File: src/rtl/dm_port_sched_pkg.sv
// Shared definitions for the data-memory port scheduler.
package dm_port_sched_pkg;

  typedef enum logic [1:0] {
    ST_IDLE  = 2'd0,
    ST_BURST = 2'd1,
    ST_DONE  = 2'd2
  } dm_state_e;

  localparam int DM_WORDS = 1024;

endpackage

File: src/rtl/dm_port_sched_if.sv
// Bundle of CPU, DMA and data-memory signals around the port scheduler.
interface dm_port_sched_if #(
  parameter int ADDR_W = 10,
  parameter int LEN_W  = 11
);

  // CPU (MEM stage) side
  logic              cpu_req;
  logic              cpu_we;
  logic [31:0]       cpu_addr;
  logic [31:0]       cpu_wdata;
  logic [31:0]       cpu_pc;
  logic              cpu_gnt;
  logic              cpu_stall;
  logic [31:0]       cpu_rdata;

  // DMA side
  logic              dma_start;
  logic              dma_we;
  logic [ADDR_W-1:0] dma_base;
  logic [LEN_W-1:0]  dma_len;
  logic [31:0]       dma_wdata;
  logic              dma_beat;
  logic [31:0]       dma_rdata;
  logic              dma_busy;
  logic              dma_done;

  // Data memory side
  logic [31:0]       dm_din;
  logic [31:0]       dm_daddr;
  logic [31:0]       dm_pc;
  logic              dm_memwrite;
  logic [31:0]       dm_dout;

  // Scheduler view
  modport slave (
    input  cpu_req, cpu_we, cpu_addr, cpu_wdata, cpu_pc,
    output cpu_gnt, cpu_stall, cpu_rdata,
    input  dma_start, dma_we, dma_base, dma_len, dma_wdata,
    output dma_beat, dma_rdata, dma_busy, dma_done,
    output dm_din, dm_daddr, dm_pc, dm_memwrite,
    input  dm_dout
  );

  // Environment view (MEM stage, DMA engine, memory)
  modport master (
    output cpu_req, cpu_we, cpu_addr, cpu_wdata, cpu_pc,
    input  cpu_gnt, cpu_stall, cpu_rdata,
    output dma_start, dma_we, dma_base, dma_len, dma_wdata,
    input  dma_beat, dma_rdata, dma_busy, dma_done,
    input  dm_din, dm_daddr, dm_pc, dm_memwrite,
    output dm_dout
  );

endinterface

File: src/rtl/dm_port_sched_rr_arb2.sv
// Two-way round-robin arbiter; req[0] = CPU, req[1] = DMA.
// prio 0 favours the CPU; every grant hands priority to the other side.
module rr_arb2 (
  input  logic       clk,
  input  logic       reset,
  input  logic [1:0] req,
  output logic [1:0] gnt
);

  logic prio_q, prio_d;

  // Grant selection and priority update
  always_comb begin
    gnt    = req;
    prio_d = prio_q;
    if (req == 2'b11) gnt = prio_q ? 2'b10 : 2'b01;
    if (gnt[0])      prio_d = 1'b1;
    else if (gnt[1]) prio_d = 1'b0;
  end

  // Priority register
  always_ff @(posedge clk) begin
    if (reset) prio_q <= 1'b0;
    else       prio_q <= prio_d;
  end

endmodule

File: src/rtl/dm_port_sched.sv
// Data-memory port scheduler: DMA burst sequencer plus word-by-word
// round-robin sharing of the single memory port with the CPU.
module dm_port_sched
  import dm_port_sched_pkg::*;
#(
  parameter int ADDR_W = 10,
  parameter int LEN_W  = 11
) (
  input  logic           clk,
  input  logic           reset,
  dm_port_sched_if.slave bus
);

  localparam logic [LEN_W-1:0] LEN_ONE = LEN_W'(1);

  dm_state_e         state_q, state_d;
  logic [ADDR_W-1:0] base_q, base_d;
  logic [LEN_W-1:0]  len_q, len_d;
  logic              we_q, we_d;
  logic [LEN_W-1:0]  cnt_q, cnt_d;

  logic [1:0]        req, gnt;
  logic              cpu_gnt, dma_gnt;
  logic [ADDR_W-1:0] word_addr;

  // Requests are masked during reset so nothing is granted in that cycle
  assign req     = {(state_q == ST_BURST), bus.cpu_req} & {2{~reset}};
  assign cpu_gnt = gnt[0];
  assign dma_gnt = gnt[1];

  rr_arb2 u_arb (
    .clk   (clk),
    .reset (reset),
    .req   (req),
    .gnt   (gnt)
  );

  // Current beat's word index, wrapping modulo the memory depth
  assign word_addr = base_q + cnt_q[ADDR_W-1:0];

  // Burst sequencer next-state
  always_comb begin
    state_d = state_q;
    base_d  = base_q;
    len_d   = len_q;
    we_d    = we_q;
    cnt_d   = cnt_q;
    case (state_q)
      ST_IDLE, ST_DONE: begin
        state_d = ST_IDLE;
        if (bus.dma_start) begin
          base_d  = bus.dma_base;
          len_d   = bus.dma_len;
          we_d    = bus.dma_we;
          cnt_d   = '0;
          state_d = (bus.dma_len == '0) ? ST_DONE : ST_BURST;
        end
      end
      ST_BURST: begin
        // A new start here is deliberately ignored
        if (dma_gnt) begin
          cnt_d = cnt_q + LEN_ONE;
          if (cnt_q == len_q - LEN_ONE) state_d = ST_DONE;
        end
      end
      default: state_d = ST_IDLE;
    endcase
  end

  // Sequencer registers; reset aborts any burst without a done pulse
  always_ff @(posedge clk) begin
    if (reset) begin
      state_q <= ST_IDLE;
      base_q  <= '0;
      len_q   <= '0;
      we_q    <= 1'b0;
      cnt_q   <= '0;
    end else begin
      state_q <= state_d;
      base_q  <= base_d;
      len_q   <= len_d;
      we_q    <= we_d;
      cnt_q   <= cnt_d;
    end
  end

  // Memory port mux and qualified read data
  always_comb begin
    bus.dm_daddr    = '0;
    bus.dm_din      = '0;
    bus.dm_pc       = '0;
    bus.dm_memwrite = 1'b0;
    if (cpu_gnt) begin
      bus.dm_daddr    = bus.cpu_addr;
      bus.dm_din      = bus.cpu_wdata;
      bus.dm_pc       = bus.cpu_pc;
      bus.dm_memwrite = bus.cpu_we;
    end else if (dma_gnt) begin
      bus.dm_daddr    = {{(30-ADDR_W){1'b0}}, word_addr, 2'b00};
      bus.dm_din      = bus.dma_wdata;
      bus.dm_memwrite = we_q;
    end
  end

  assign bus.cpu_gnt   = cpu_gnt;
  assign bus.cpu_stall = req[0] & ~cpu_gnt;
  assign bus.cpu_rdata = cpu_gnt ? bus.dm_dout : '0;
  assign bus.dma_beat  = dma_gnt;
  assign bus.dma_rdata = dma_gnt ? bus.dm_dout : '0;
  assign bus.dma_busy  = ~reset & (state_q == ST_BURST);
  assign bus.dma_done  = ~reset & (state_q == ST_DONE);

endmodule

File: src/flat_wrapper.sv
// flat-port wrapper written by rule: the top's interface ports become plain ports
module dm_port_sched_flat import dm_port_sched_pkg::*;
#(
  parameter int ADDR_W = 10,
  parameter int LEN_W  = 11
)
  (clk, reset, bus_cpu_req, bus_cpu_we, bus_cpu_addr, bus_cpu_wdata, bus_cpu_pc, bus_cpu_gnt, bus_cpu_stall, bus_cpu_rdata, bus_dma_start, bus_dma_we, bus_dma_base, bus_dma_len, bus_dma_wdata, bus_dma_beat, bus_dma_rdata, bus_dma_busy, bus_dma_done, bus_dm_din, bus_dm_daddr, bus_dm_pc, bus_dm_memwrite, bus_dm_dout);
  dm_port_sched_if #(.ADDR_W(ADDR_W), .LEN_W(LEN_W)) bus_i ();
  input  logic clk;
  input  logic reset;
  input wire logic [$bits(bus_i.cpu_req)-1:0] bus_cpu_req;
  input wire logic [$bits(bus_i.cpu_we)-1:0] bus_cpu_we;
  input wire logic [$bits(bus_i.cpu_addr)-1:0] bus_cpu_addr;
  input wire logic [$bits(bus_i.cpu_wdata)-1:0] bus_cpu_wdata;
  input wire logic [$bits(bus_i.cpu_pc)-1:0] bus_cpu_pc;
  output wire logic [$bits(bus_i.cpu_gnt)-1:0] bus_cpu_gnt;
  output wire logic [$bits(bus_i.cpu_stall)-1:0] bus_cpu_stall;
  output wire logic [$bits(bus_i.cpu_rdata)-1:0] bus_cpu_rdata;
  input wire logic [$bits(bus_i.dma_start)-1:0] bus_dma_start;
  input wire logic [$bits(bus_i.dma_we)-1:0] bus_dma_we;
  input wire logic [$bits(bus_i.dma_base)-1:0] bus_dma_base;
  input wire logic [$bits(bus_i.dma_len)-1:0] bus_dma_len;
  input wire logic [$bits(bus_i.dma_wdata)-1:0] bus_dma_wdata;
  output wire logic [$bits(bus_i.dma_beat)-1:0] bus_dma_beat;
  output wire logic [$bits(bus_i.dma_rdata)-1:0] bus_dma_rdata;
  output wire logic [$bits(bus_i.dma_busy)-1:0] bus_dma_busy;
  output wire logic [$bits(bus_i.dma_done)-1:0] bus_dma_done;
  output wire logic [$bits(bus_i.dm_din)-1:0] bus_dm_din;
  output wire logic [$bits(bus_i.dm_daddr)-1:0] bus_dm_daddr;
  output wire logic [$bits(bus_i.dm_pc)-1:0] bus_dm_pc;
  output wire logic [$bits(bus_i.dm_memwrite)-1:0] bus_dm_memwrite;
  input wire logic [$bits(bus_i.dm_dout)-1:0] bus_dm_dout;
  assign bus_i.cpu_req = bus_cpu_req;
  assign bus_i.cpu_we = bus_cpu_we;
  assign bus_i.cpu_addr = bus_cpu_addr;
  assign bus_i.cpu_wdata = bus_cpu_wdata;
  assign bus_i.cpu_pc = bus_cpu_pc;
  assign bus_cpu_gnt = bus_i.cpu_gnt;
  assign bus_cpu_stall = bus_i.cpu_stall;
  assign bus_cpu_rdata = bus_i.cpu_rdata;
  assign bus_i.dma_start = bus_dma_start;
  assign bus_i.dma_we = bus_dma_we;
  assign bus_i.dma_base = bus_dma_base;
  assign bus_i.dma_len = bus_dma_len;
  assign bus_i.dma_wdata = bus_dma_wdata;
  assign bus_dma_beat = bus_i.dma_beat;
  assign bus_dma_rdata = bus_i.dma_rdata;
  assign bus_dma_busy = bus_i.dma_busy;
  assign bus_dma_done = bus_i.dma_done;
  assign bus_dm_din = bus_i.dm_din;
  assign bus_dm_daddr = bus_i.dm_daddr;
  assign bus_dm_pc = bus_i.dm_pc;
  assign bus_dm_memwrite = bus_i.dm_memwrite;
  assign bus_i.dm_dout = bus_dm_dout;
  dm_port_sched #(.ADDR_W(ADDR_W), .LEN_W(LEN_W)) u_core (.clk(clk), .reset(reset), .bus(bus_i));
endmodule
File: config.mk
export PLATFORM = sky130hd
export DESIGN_NAME = dm_port_sched_flat
export DESIGN_NICKNAME = d
export VERILOG_FILES = /design/src/rtl/dm_port_sched_pkg.sv /design/src/rtl/dm_port_sched_if.sv /design/src/rtl/dm_port_sched_rr_arb2.sv /design/src/rtl/dm_port_sched.sv /design/src/flat_wrapper.sv
export SDC_FILE = /design/constraint.sdc
export NUM_CORES = 1
export LEC_CHECK = 0
export BUFFER_PORTS_ARGS = -buffer_cell sky130_fd_sc_hd__buf_2
export CELL_PAD_IN_SITES_DETAIL_PLACEMENT = 0
export CELL_PAD_IN_SITES_GLOBAL_PLACEMENT = 2
export CORE_MARGIN = 1.5
export CORE_UTILIZATION = 17
export CTS_BUF_LIST = sky130_fd_sc_hd__clkbuf_4 sky130_fd_sc_hd__clkbuf_8
export DETAILED_ROUTE_END_ITERATION = 10
export PLACE_DENSITY_LB_ADDON = 0.1
export SLEW_MARGIN = 20
export SYNTH_ARGS = -nofsm -noshare
export SYNTH_HDL_FRONTEND = slang
export SYNTH_SLANG_ARGS = --single-unit
File: constraint.sdc
create_clock -name clk -period 3.1 [get_ports clk]
set_input_delay 0.465 -clock clk [delete_from_list [all_inputs] [get_ports clk]]
set_output_delay 0.465 -clock clk [all_outputs]
set_load 0.02 [all_outputs]
==> impl_metrics.yaml, run 1 <==
synthesis:
  synth_top_family_by_area: "simple AND/OR/NAND/NOR gates"
  synth-edff-count: 0
  synth_top_area_cell: "and2_1"
  async_flop_share_pct: 0
  yosys_warnings: 0
  synthSimpleGateAreaFrac_pct: 37.4
  synth_compound_area_share_pct: 24.2
  synth-xor-area-share_pct: 6.85
  synth.area.top_cells: "and2_1 22%, dfxtp_1 22%, a22o_1 15%"
  synthFlopType: "dfxtp_1"
  syn_area_per_cell_um2: 7.92
  muxShareOfSynthArea_pct: 0
  seq_area_frac_synth_pct: 21.7
  synthDominantCellAreaShare_pct: 22.4
  synth_seq_cells: 36
  synth_nets: 619
  synth_cells: 420
  synth_cell_type_count: 55
  syn_area_um2: 3320
  synthAdderAreaFrac_pct: 4.74
cts:
  cts_tree: "done"
  clock_latency_ns: 0.30
  cts_made_buffers: 5
  htree_levels: 2
  hold_buffers: 0
  cts_root_buf: "clkbuf_8"
  numClockSinks: 36
  cts_buffer_depth: 2
  clk_pin_slew_ns: 0.08
global_routing:
  grt_pass1_vias: 3983
  overflow: 0
  grtUsageMet2_pct: 31.3
  grt_use_met1_pct: 18.0
  grt.total_usage_pct: 16.2
  grt_antenna_before_repair: 3
  use_met3_pct: 2.98
  top_usage_layer: "met2"
  grt_start_max_net_pins: 44
  grt_pass1_wl_mm: 24.6
placed_design:
  placed_cell_area_um2: 5400
  hpwl_mm: 15.3
  place.gp.congestion: 0.807
  io_buffer_count: 352
drt:
  firstDrtPassIters: 4
  num_vias: 4214
  vias_per_cell: 4.12
  first_iter_violations: 115
  postRouteAntennaNets: 0
  drt_wl_total_mm: 17.9
  wl_per_cell_um: 17.5
  drc: 0
job:
  drv_cap: 0
outcome:
  status: "completed"
sta:
  max_freq_mhz: 341
  worst_pin_slew_ns: 0.559
  slew_headroom_pct: 62.8
  hold_violations: 0
  period_minus_slack_ns: 2.93
  fin_skew_ns: 0.00529
  setup-violations-final: 0
  hold-worst-slack_ns: 0.370
  drv_slew: 0
  fin_crit_sh_pct: 94.7
power:
  ir_drop_mv: 0.134
  p_leak_nw: 3.04
  p_per_area_nw_per_um2: 282
hold_path:
  min_to: "u_core.base_q[8]"
  hold_start: "bus_dma_base[8]"
  min_path_type: "primary input to register"
  min_path_cells: 2
die:
  initial_core_util_pct: 17.5
  die_area_um2: 20400
  core.rowCount: 50
  die_y_um: 143
  die_w_um: 143
  core-area_um2: 19000
  pin_count: 353
critical_path:
  cp-start-kind: "register"
  crit_required_ns: 2.63
  r2r_slack_ns: 0.68
  endpoint_kind: "output pin"
  worst-path-max-fanout: 6
  crit-reg2reg-launch: "u_core.len_q[0]"
  crit_type: "register to output pin"
  cp_data_arrival_time_ns: 2.47
  r2r_cells: 8
  r2r-end: "u_core.state_q[0]"
final_layout:
  syn_to_final_growth_pct: 66.2
  final_common_cell: "buf_2"
  nets: 959
  drive_gt1_share_pct: 51.4
  seq_area_um2: 726
  layout_common_cells: "352 x buf_2, 119 x and2_1, 57 x a22o_1"
  final_cell_area_um2: 5520
  fillerInstances: 2160
  multi_input_area_um2: 2460
## registers in the layout, indices dropped and copies added, names as in the netlist
register and flops:
u_core.cnt_q 11, u_core.state_q 2, u_core.u_arb.prio_q 1, u_core.base_q 10, u_core.len_q 11, u_core.we_q 1
## critical path, cell delays in order, from the launching register on
cell and delay [ns]:
dfxtp_1 0.45, inv_1 0.09, fa_1 0.46, nor2b_1 0.13
o21a_1 0.14, o21ai_2 0.08, a311o_1 0.33, xnor2_1 0.14
a22o_1 0.20, buf_2 0.15
## cell families after synthesis
kind of cell    after synthesis
simple gates                207
compound gates              100
buf+inv                      39
flops                        36
xor+xnor                     26
fa+ha+maj                    12
## synth_stat cells (all sizes together), types with 6 or more instances
master and number:
a21oi 10, a22o 58, and2 119, buf 8
clkbuf 22, dfxtp 36, ha 11, inv 9
nand2 16, nand3 7, nor2 26, nor2b 7
nor3 7, o21ai 13, or3 6, xnor2 15
xor2 11
## worst max-delay path by stage
stage / from / cells past startpoint / endpoint
finish: u_core.cnt_q[1] / 9 / bus_dm_daddr[10]
global route: u_core.cnt_q[1] / 9 / bus_dm_daddr[10]
CTS: u_core.cnt_q[0] / 10 / bus_dm_daddr[10]
detailed placement: u_core.cnt_q[0] / 10 / bus_dm_daddr[10]
global placement: u_core.cnt_q[0] / 10 / bus_dm_daddr[10]
floorplan: u_core.cnt_q[0] / 9 / bus_dm_daddr[10]
## cell type report
class | count | area share [%]
diodes | 1 | 0.0453
clock buffers | 5 | 1.25
clock inverters | 3 | 0.430
inverters | 9 | 0.612
multi-input cells | 345 | 44.6
flip-flops and latches | 36 | 13.1
well taps | 260 | 5.89
repair buffers | 363 | 34.1
## power breakdown
| group | switching (mW) | leakage (nW) | internal [mW] |
|---|---|---|---|
| clock network | 0.195 | 0.0404 | 0.159 |
| logic | 0.386 | 2.70 | 0.300 |
| registers | 0.0280 | 0.295 | 0.486 |
## metrics by stage
step	TNS (ns)	utilization, %	instances	worst slack [ns]	power [mW]
floorplan	0	-	420	0.566	0.910
global placement	0	28.5	1012	0.279	1.22
detailed placement	0	28.5	1012	0.267	1.22
CTS	0	29.0	1020	0.0523	1.58
global route	-0.00267	29.1	1022	-0.00267	1.66
finish	0	29.1	1022	0.166	1.56
## routing by layer
layer  vias to the layer above  wire length (µm)  part of all wire, %
met2                       143              9650                   54
met4                         2               349                  2.0
met5                         -                 9                0.050
met3                        19               981                  5.5
li1                       2151                 -                    -
met1                      1899              6880                   39
## repair_timing
action,4_1_cts,5_1_grt
endpoints found under the setup margin,1,2
gates resized for setup,2,5
pin swaps,0,0
buffers inserted,0,1
No activity file was read; power rests on OpenSTA's default activity.
==> run 2, diff against run 1 <==
--- a/config.mk
+++ b/config.mk
@@ -5,14 +5,12 @@
 export SDC_FILE = /design/constraint.sdc
 export NUM_CORES = 1
 export LEC_CHECK = 0
+export ABC_CLOCK_PERIOD_IN_PS = 3100
 export BUFFER_PORTS_ARGS = -buffer_cell sky130_fd_sc_hd__buf_2
-export CELL_PAD_IN_SITES_DETAIL_PLACEMENT = 0
-export CELL_PAD_IN_SITES_GLOBAL_PLACEMENT = 2
-export CORE_MARGIN = 1.5
-export CORE_UTILIZATION = 17
+export CORE_AREA = 2 2 137 139
 export CTS_BUF_LIST = sky130_fd_sc_hd__clkbuf_4 sky130_fd_sc_hd__clkbuf_8
 export DETAILED_ROUTE_END_ITERATION = 10
-export PLACE_DENSITY_LB_ADDON = 0.1
+export DIE_AREA = 0 0 139 141
 export SLEW_MARGIN = 20
 export SYNTH_ARGS = -nofsm -noshare
 export SYNTH_HDL_FRONTEND = slang
==> run 2 against run 1 <==
  * Clock power rose by 2%
  * Global-route usage rose by 0.62 points
  * First-iteration DRC count rose by 63%
  * Routed wire length rose by 0.44%
  * Combinational power rose by 0.6%
  * Utilization rose by 0.82 points
  * Clock skew barely moved
  * Sequential power barely moved
  * Power rose by 0.71%
  * Die area fell by 3.9%
  * Critical path type unchanged
==> impl_metrics.yaml, run 2 (same netlist as run 1, synthesis figures left out) <==
cts:
  clk_pin_slew_ns: 0.07
  numClockSinks: 36
  cts_root_buf: "clkbuf_8"
  cts_buffer_depth: 2
  cts_tree: "done"
  clock_latency_ns: 0.28
  cts_made_buffers: 5
  htree_levels: 2
die:
  die_w_um: 139
  pin_count: 353
  initial_core_util_pct: 18.2
  die_y_um: 141
  die_area_um2: 19600
  core.rowCount: 50
  core-area_um2: 18300
final_layout:
  layout_common_cells: "352 x buf_2, 119 x and2_1, 57 x a22o_1"
  reg_top3: "u_core.cnt_q: 11 flops, u_core.len_q: 11 flops, u_core.base_q: 10 flops"
  syn_to_final_growth_pct: 64.6
  multi_input_area_um2: 2480
  instances_no_fill: 994
  fillerInstances: 2037
  nets: 955
  final_common_cell: "buf_2"
  seq_area_um2: 726
  drive_gt1_share_pct: 51.3
global_routing:
  grt_start_max_net_pins: 77
  overflow: 0
  grt_pass1_vias: 3842
  grt_antenna_before_repair: 12
  grt_pass1_wl_mm: 24.9
  grt.total_usage_pct: 16.8
sta:
  rsz0062_at_grt: "no"
  fin_skew_ns: 0.00519
  drv_slew: 0
  max_freq_mhz: 344
  setup-violations-final: 0
  hold_violations: 0
  fin_crit_sh_pct: 93.7
  period_minus_slack_ns: 2.91
  setup_tns_ns: 0
  slew_headroom_pct: 60.2
  worst_pin_slew_ns: 0.598
drt:
  vias_per_cell: 4.37
  first_iter_violations: 187
  postRouteAntennaNets: 0
  firstDrtPassIters: 4
  drc: 0
  drt_wl_total_mm: 17.9
  num_vias: 4345
  wl_per_cell_um: 18.1
outcome:
  status: "completed"
critical_path:
  crit_required_ns: 2.63
  endpoint_kind: "output pin"
  r2r_cells: 8
  r2r-end: "u_core.state_q[0]"
  cp_data_arrival_time_ns: 2.44
  crit_chain: "ha_4 > inv_1 > fa_2 > nor2b_1 > o21a_1 > o21ai_2 > a311o_1 > xnor2_2 > a22o_1 > buf_2"
  cp_slowest_stage_delay_ns: 0.39
  critical-path-top-delay-family: "compound AO/OA/AOI/OAI gates"
  path_buf_inv: 2
  crit_type: "register to output pin"
  slowest_stage: "a311o_1"
  r2r_slack_ns: 0.74
  cp-start-kind: "register"
  crit-reg2reg-launch: "u_core.len_q[0]"
  worst-path-max-fanout: 3
placed_design:
  hpwl_mm: 15.5
  place_inst: 982
  place.gp.congestion: 0.778
  io_buffer_count: 352
power:
  ir_drop_mv: 0.214
  p_per_area_nw_per_um2: 286
  seq_power_share_pct: 32.9
  p_leak_nw: 3.03
  p_comb_share_pct: 44.0
  netSwitchingFraction_pct: 37.4
  p_int_uw: 981
  clock_power_share_pct: 23.1
  switchingPower_uw: 585
  p_total_mw: 1.57
hold_path:
  min_path_cells: 2
  hold_start: "bus_dma_we"
  min_to: "u_core.we_q"
  min_path_type: "primary input to register"
job:
  drv_cap: 0
## run 2: worst max path at each step
stage	to	cells past startpoint	from
2_1_floorplan	bus_dm_daddr[10]	9	u_core.cnt_q[0]
3_3_place_gp	bus_dm_daddr[10]	10	u_core.cnt_q[0]
3_5_place_dp	bus_dm_daddr[10]	10	u_core.cnt_q[0]
4_1_cts	bus_dm_daddr[10]	10	u_core.cnt_q[0]
5_1_grt	bus_dm_daddr[11]	8	u_core.cnt_q[2]
6_report	bus_dm_daddr[10]	10	u_core.base_q[0]
## run 2: through the flow
| step | util (%) | setup WS (ns) | hold WS, ns | area (µm²) |
|---|---|---|---|---|
| floorplan | - | 0.566 | 0.450 | 3320 |
| global placement | 29.2 | 0.241 | 0.466 | 5330 |
| detailed placement | 29.2 | 0.228 | 0.473 | 5330 |
| CTS | 29.8 | 0.00631 | 0.382 | 5440 |
| global route | 29.9 | 0.00164 | 0.387 | 5470 |
| finish | 30.0 | 0.194 | 0.389 | 5470 |
## run 2: layer usage
layer | GRT usage (%) | part of all wire [%]
met5 | 0 | 0.64
met4 | 1.81 | 0.76
met3 | 6.86 | 11
met2 | 29.5 | 49
met1 | 19.9 | 38
## run 2: layout make-up
class | instances | share of cell area (%)
multi-input cells | 345 | 45.2
repair buffers | 359 | 33.6
flip-flops and latches | 36 | 13.3
well taps | 234 | 5.35
clock buffers | 8 | 1.78
inverters | 9 | 0.617
diodes | 3 | 0.137
## run 2: power groups by stage
stage | Combinational [mW] | Sequential [mW] | Clock, mW
after floorplan | 0.394 | 0.516 | 0
after detailed placement | 0.691 | 0.525 | 0
after global routing | 0.745 | 0.519 | 0.389
final | 0.690 | 0.515 | 0.362
after global placement | 0.689 | 0.525 | 0
after CTS | 0.696 | 0.515 | 0.372
## run 2: timing repair
action                     4_1_cts  5_1_grt
setup endpoints to repair        1        2
pin swaps                        0        2
setup buffers                    0        1
gates resized for setup          2        7
hold buffers                     0        0
==> run 3, diff against run 2 <==
--- a/config.mk
+++ b/config.mk
@@ -6,11 +6,12 @@
 export NUM_CORES = 1
 export LEC_CHECK = 0
 export ABC_CLOCK_PERIOD_IN_PS = 3100
-export BUFFER_PORTS_ARGS = -buffer_cell sky130_fd_sc_hd__buf_2
+export BUFFER_PORTS_ARGS = -buffer_cell sky130_fd_sc_hd__buf_4
 export CORE_AREA = 2 2 137 139
 export CTS_BUF_LIST = sky130_fd_sc_hd__clkbuf_4 sky130_fd_sc_hd__clkbuf_8
 export DETAILED_ROUTE_END_ITERATION = 10
 export DIE_AREA = 0 0 139 141
+export SKIP_LAST_GASP = 1
 export SLEW_MARGIN = 20
 export SYNTH_ARGS = -nofsm -noshare
 export SYNTH_HDL_FRONTEND = slang
==> run 3 against run 2 <==
  * First-iteration DRC count rose by 17%
  * Sequential share of layout area down 1.8 points
  * Flip-flop and latch count unchanged
  * Hold slack worse by 0.0049 ns
  * Global-route usage rose by 0.94 points
  * Maximum frequency down 3.7%
  * Via count grew 0.16%
  * Clock power up 2%
  * Cell count fell by 0.40%
  * Register-to-register slack improved by 0.02 ns
  * Count of clock-buffer cells in the layout did not move
  * Cell area is 15% higher
  * Critical endpoint unchanged
==> impl_metrics.yaml, run 3 (same netlist as run 1, synthesis figures left out) <==
power:
  p_total_mw: 1.70
  clock_power_share_pct: 21.7
  p_leak_nw: 3.19
  switchingPower_uw: 599
  p_per_area_nw_per_um2: 269
  p_comb_share_pct: 47.9
  p_int_mw: 1.10
  netSwitchingFraction_pct: 35.3
  seq_power_share_pct: 30.3
  ir_drop_mv: 0.186
die:
  initial_core_util_pct: 18.2
  pin_count: 353
  core.rowCount: 50
  die_y_um: 141
  core-area_um2: 18300
  die_area_um2: 19600
  die_w_um: 139
final_layout:
  layout_common_cells: "356 x buf_4, 119 x and2_1, 57 x a22o_1"
  multi_input_area_um2: 2450
  finish.utilization_pct: 34.6
  drive_gt1_share_pct: 50.8
  final_cell_area_um2: 6310
  fillerInstances: 1963
  antennaDiodeCount: 0
  reg_top3: "u_core.cnt_q: 11 flops, u_core.len_q: 11 flops, u_core.base_q: 10 flops"
  seq_area_um2: 723
  final_common_cell: "buf_4"
  nets: 954
  syn_to_final_growth_pct: 89.9
cts:
  cts_made_buffers: 5
  post_cts_buffers: 0
  hold_buffers: 0
  htree_levels: 2
  cts_root_buf: "clkbuf_8"
  cts_buffer_depth: 2
  cts_tree: "done"
  numClockSinks: 36
  clock_latency_ns: 0.29
  clk_pin_slew_ns: 0.07
sta:
  hold_violations: 0
  period_minus_slack_ns: 3.02
  drv_slew: 0
  max_freq_mhz: 331
  fin_skew_ns: 0.00102
  slew_headroom_pct: 61.3
  setup-violations-final: 0
  rsz0062_at_grt: "yes"
  fin_crit_sh_pct: 97.3
  worst_pin_slew_ns: 0.566
drt:
  first_iter_violations: 218
  postRouteAntennaNets: 0
  firstDrtPassIters: 5
  num_vias: 4352
  wl_per_cell_um: 18.7
  drc: 0
  vias_per_cell: 4.40
  drt_wl_total_mm: 18.6
hold_path:
  min_path_type: "primary input to register"
placed_design:
  hpwl_mm: 15.9
  place.gp.congestion: 0.795
  placed_cell_area_um2: 6210
  io_buffer_count: 352
critical_path:
  r2r_cells: 8
  crit_type: "register to output pin"
  cp.depth: 10
  crit_chain: "ha_2 > inv_1 > fa_1 > nor2b_1 > o21a_1 > o21ai_1 > a311o_1 > xnor2_1 > a22o_1 > buf_4"
  path_buf_inv: 2
  r2r-end: "u_core.state_q[1]"
  critical-path-top-delay-family: "compound AO/OA/AOI/OAI gates"
  cp_data_arrival_time_ns: 2.55
  cp-start-kind: "register"
  endpoint_kind: "output pin"
  crit-reg2reg-launch: "u_core.len_q[0]"
  slowest_stage: "fa_1"
  crit_start: "u_core.cnt_q[0]"
  worst-path-max-fanout: 6
  r2r_slack_ns: 0.76
  cp-endpoint: "bus_dm_daddr[10]"
  cp_slowest_stage_delay_ns: 0.40
  crit_required_ns: 2.63
global_routing:
  overflow: 0
  grt_start_max_net_pins: 87
  grt_pass1_wl_mm: 26.4
  grt_pass1_vias: 4113
  grt_antenna_before_repair: 7
  grt.total_usage_pct: 17.7
job:
  drv_cap: 0
outcome:
  status: "completed"
==> run 3: routing by layer <==
layer	track usage [%]	vias to the layer above	routed length [µm]
met5	0	-	93
met4	2.55	14	203
met3	6.39	23	1700
met2	30.8	174	9250
met1	21.5	2004	7310
li1	-	2137	-
==> run 3: worst min-delay path by stage <==
stage                     startpoint               end  slack [ns]  depth (start not counted)
floorplan                u_core.we_q       u_core.we_q        0.45                          1
global placement    u_core.base_q[0]  u_core.base_q[0]        0.47                          1
detailed placement  u_core.base_q[0]  u_core.base_q[0]        0.47                          1
CTS                  bus_dma_base[6]  u_core.base_q[6]        0.37                          2
global route         bus_dma_base[4]  u_core.base_q[4]        0.37                          2
finish               bus_dma_base[9]  u_core.base_q[9]        0.38                          2
==> run 3: power by group through the flow <==
stage,Combinational [mW],Clock (mW),Sequential [mW]
finish,0.814,0.369,0.515
global route,0.873,0.400,0.520
CTS,0.825,0.377,0.515
detailed placement,0.821,0,0.525
global placement,0.819,0,0.525
floorplan,0.394,0,0.516
==> run 3: area by class of cell <==
class	instances	area share, %
timing repair buffer	358	43.0
multi-input combinational	345	38.9
tap	234	4.64
sequential	36	11.5
clock buffer	8	1.55
inverter	9	0.535
==> run 3: stage by stage <==
| step | setup slack [ns] | std cells | hold WS, ns | TNS (ns) |
|---|---|---|---|---|
| 3_5_place_dp | 0.254 | 982 | 0.473 | 0 |
| 4_1_cts | 0.0603 | 990 | 0.373 | 0 |
| 6_report | 0.0829 | 990 | 0.384 | 0 |
| 3_3_place_gp | 0.304 | 982 | 0.466 | 0 |
| 2_1_floorplan | 0.566 | 420 | 0.450 | 0 |
| 5_1_grt | -0.0267 | 990 | 0.368 | -0.0267 |
==> run 3: repair_timing <==
action | in CTS | in global routing
pin swaps | 0 | 0
endpoints found under the setup margin | 1 | 2
gates resized for setup | 2 | 2
==> run 3: worst register-to-register path, delay by kind of cell, from the launching register on <==
kind / cells / cell delay, ns
buffers and inverters: 1 / 0.09
AND/OR/NAND/NOR: 3 / 0.59
AO/OA/AOI/OAI: 3 / 0.86
flip-flops: 1 / 0.47
adder cells (fa/ha/maj): 1 / 0.28
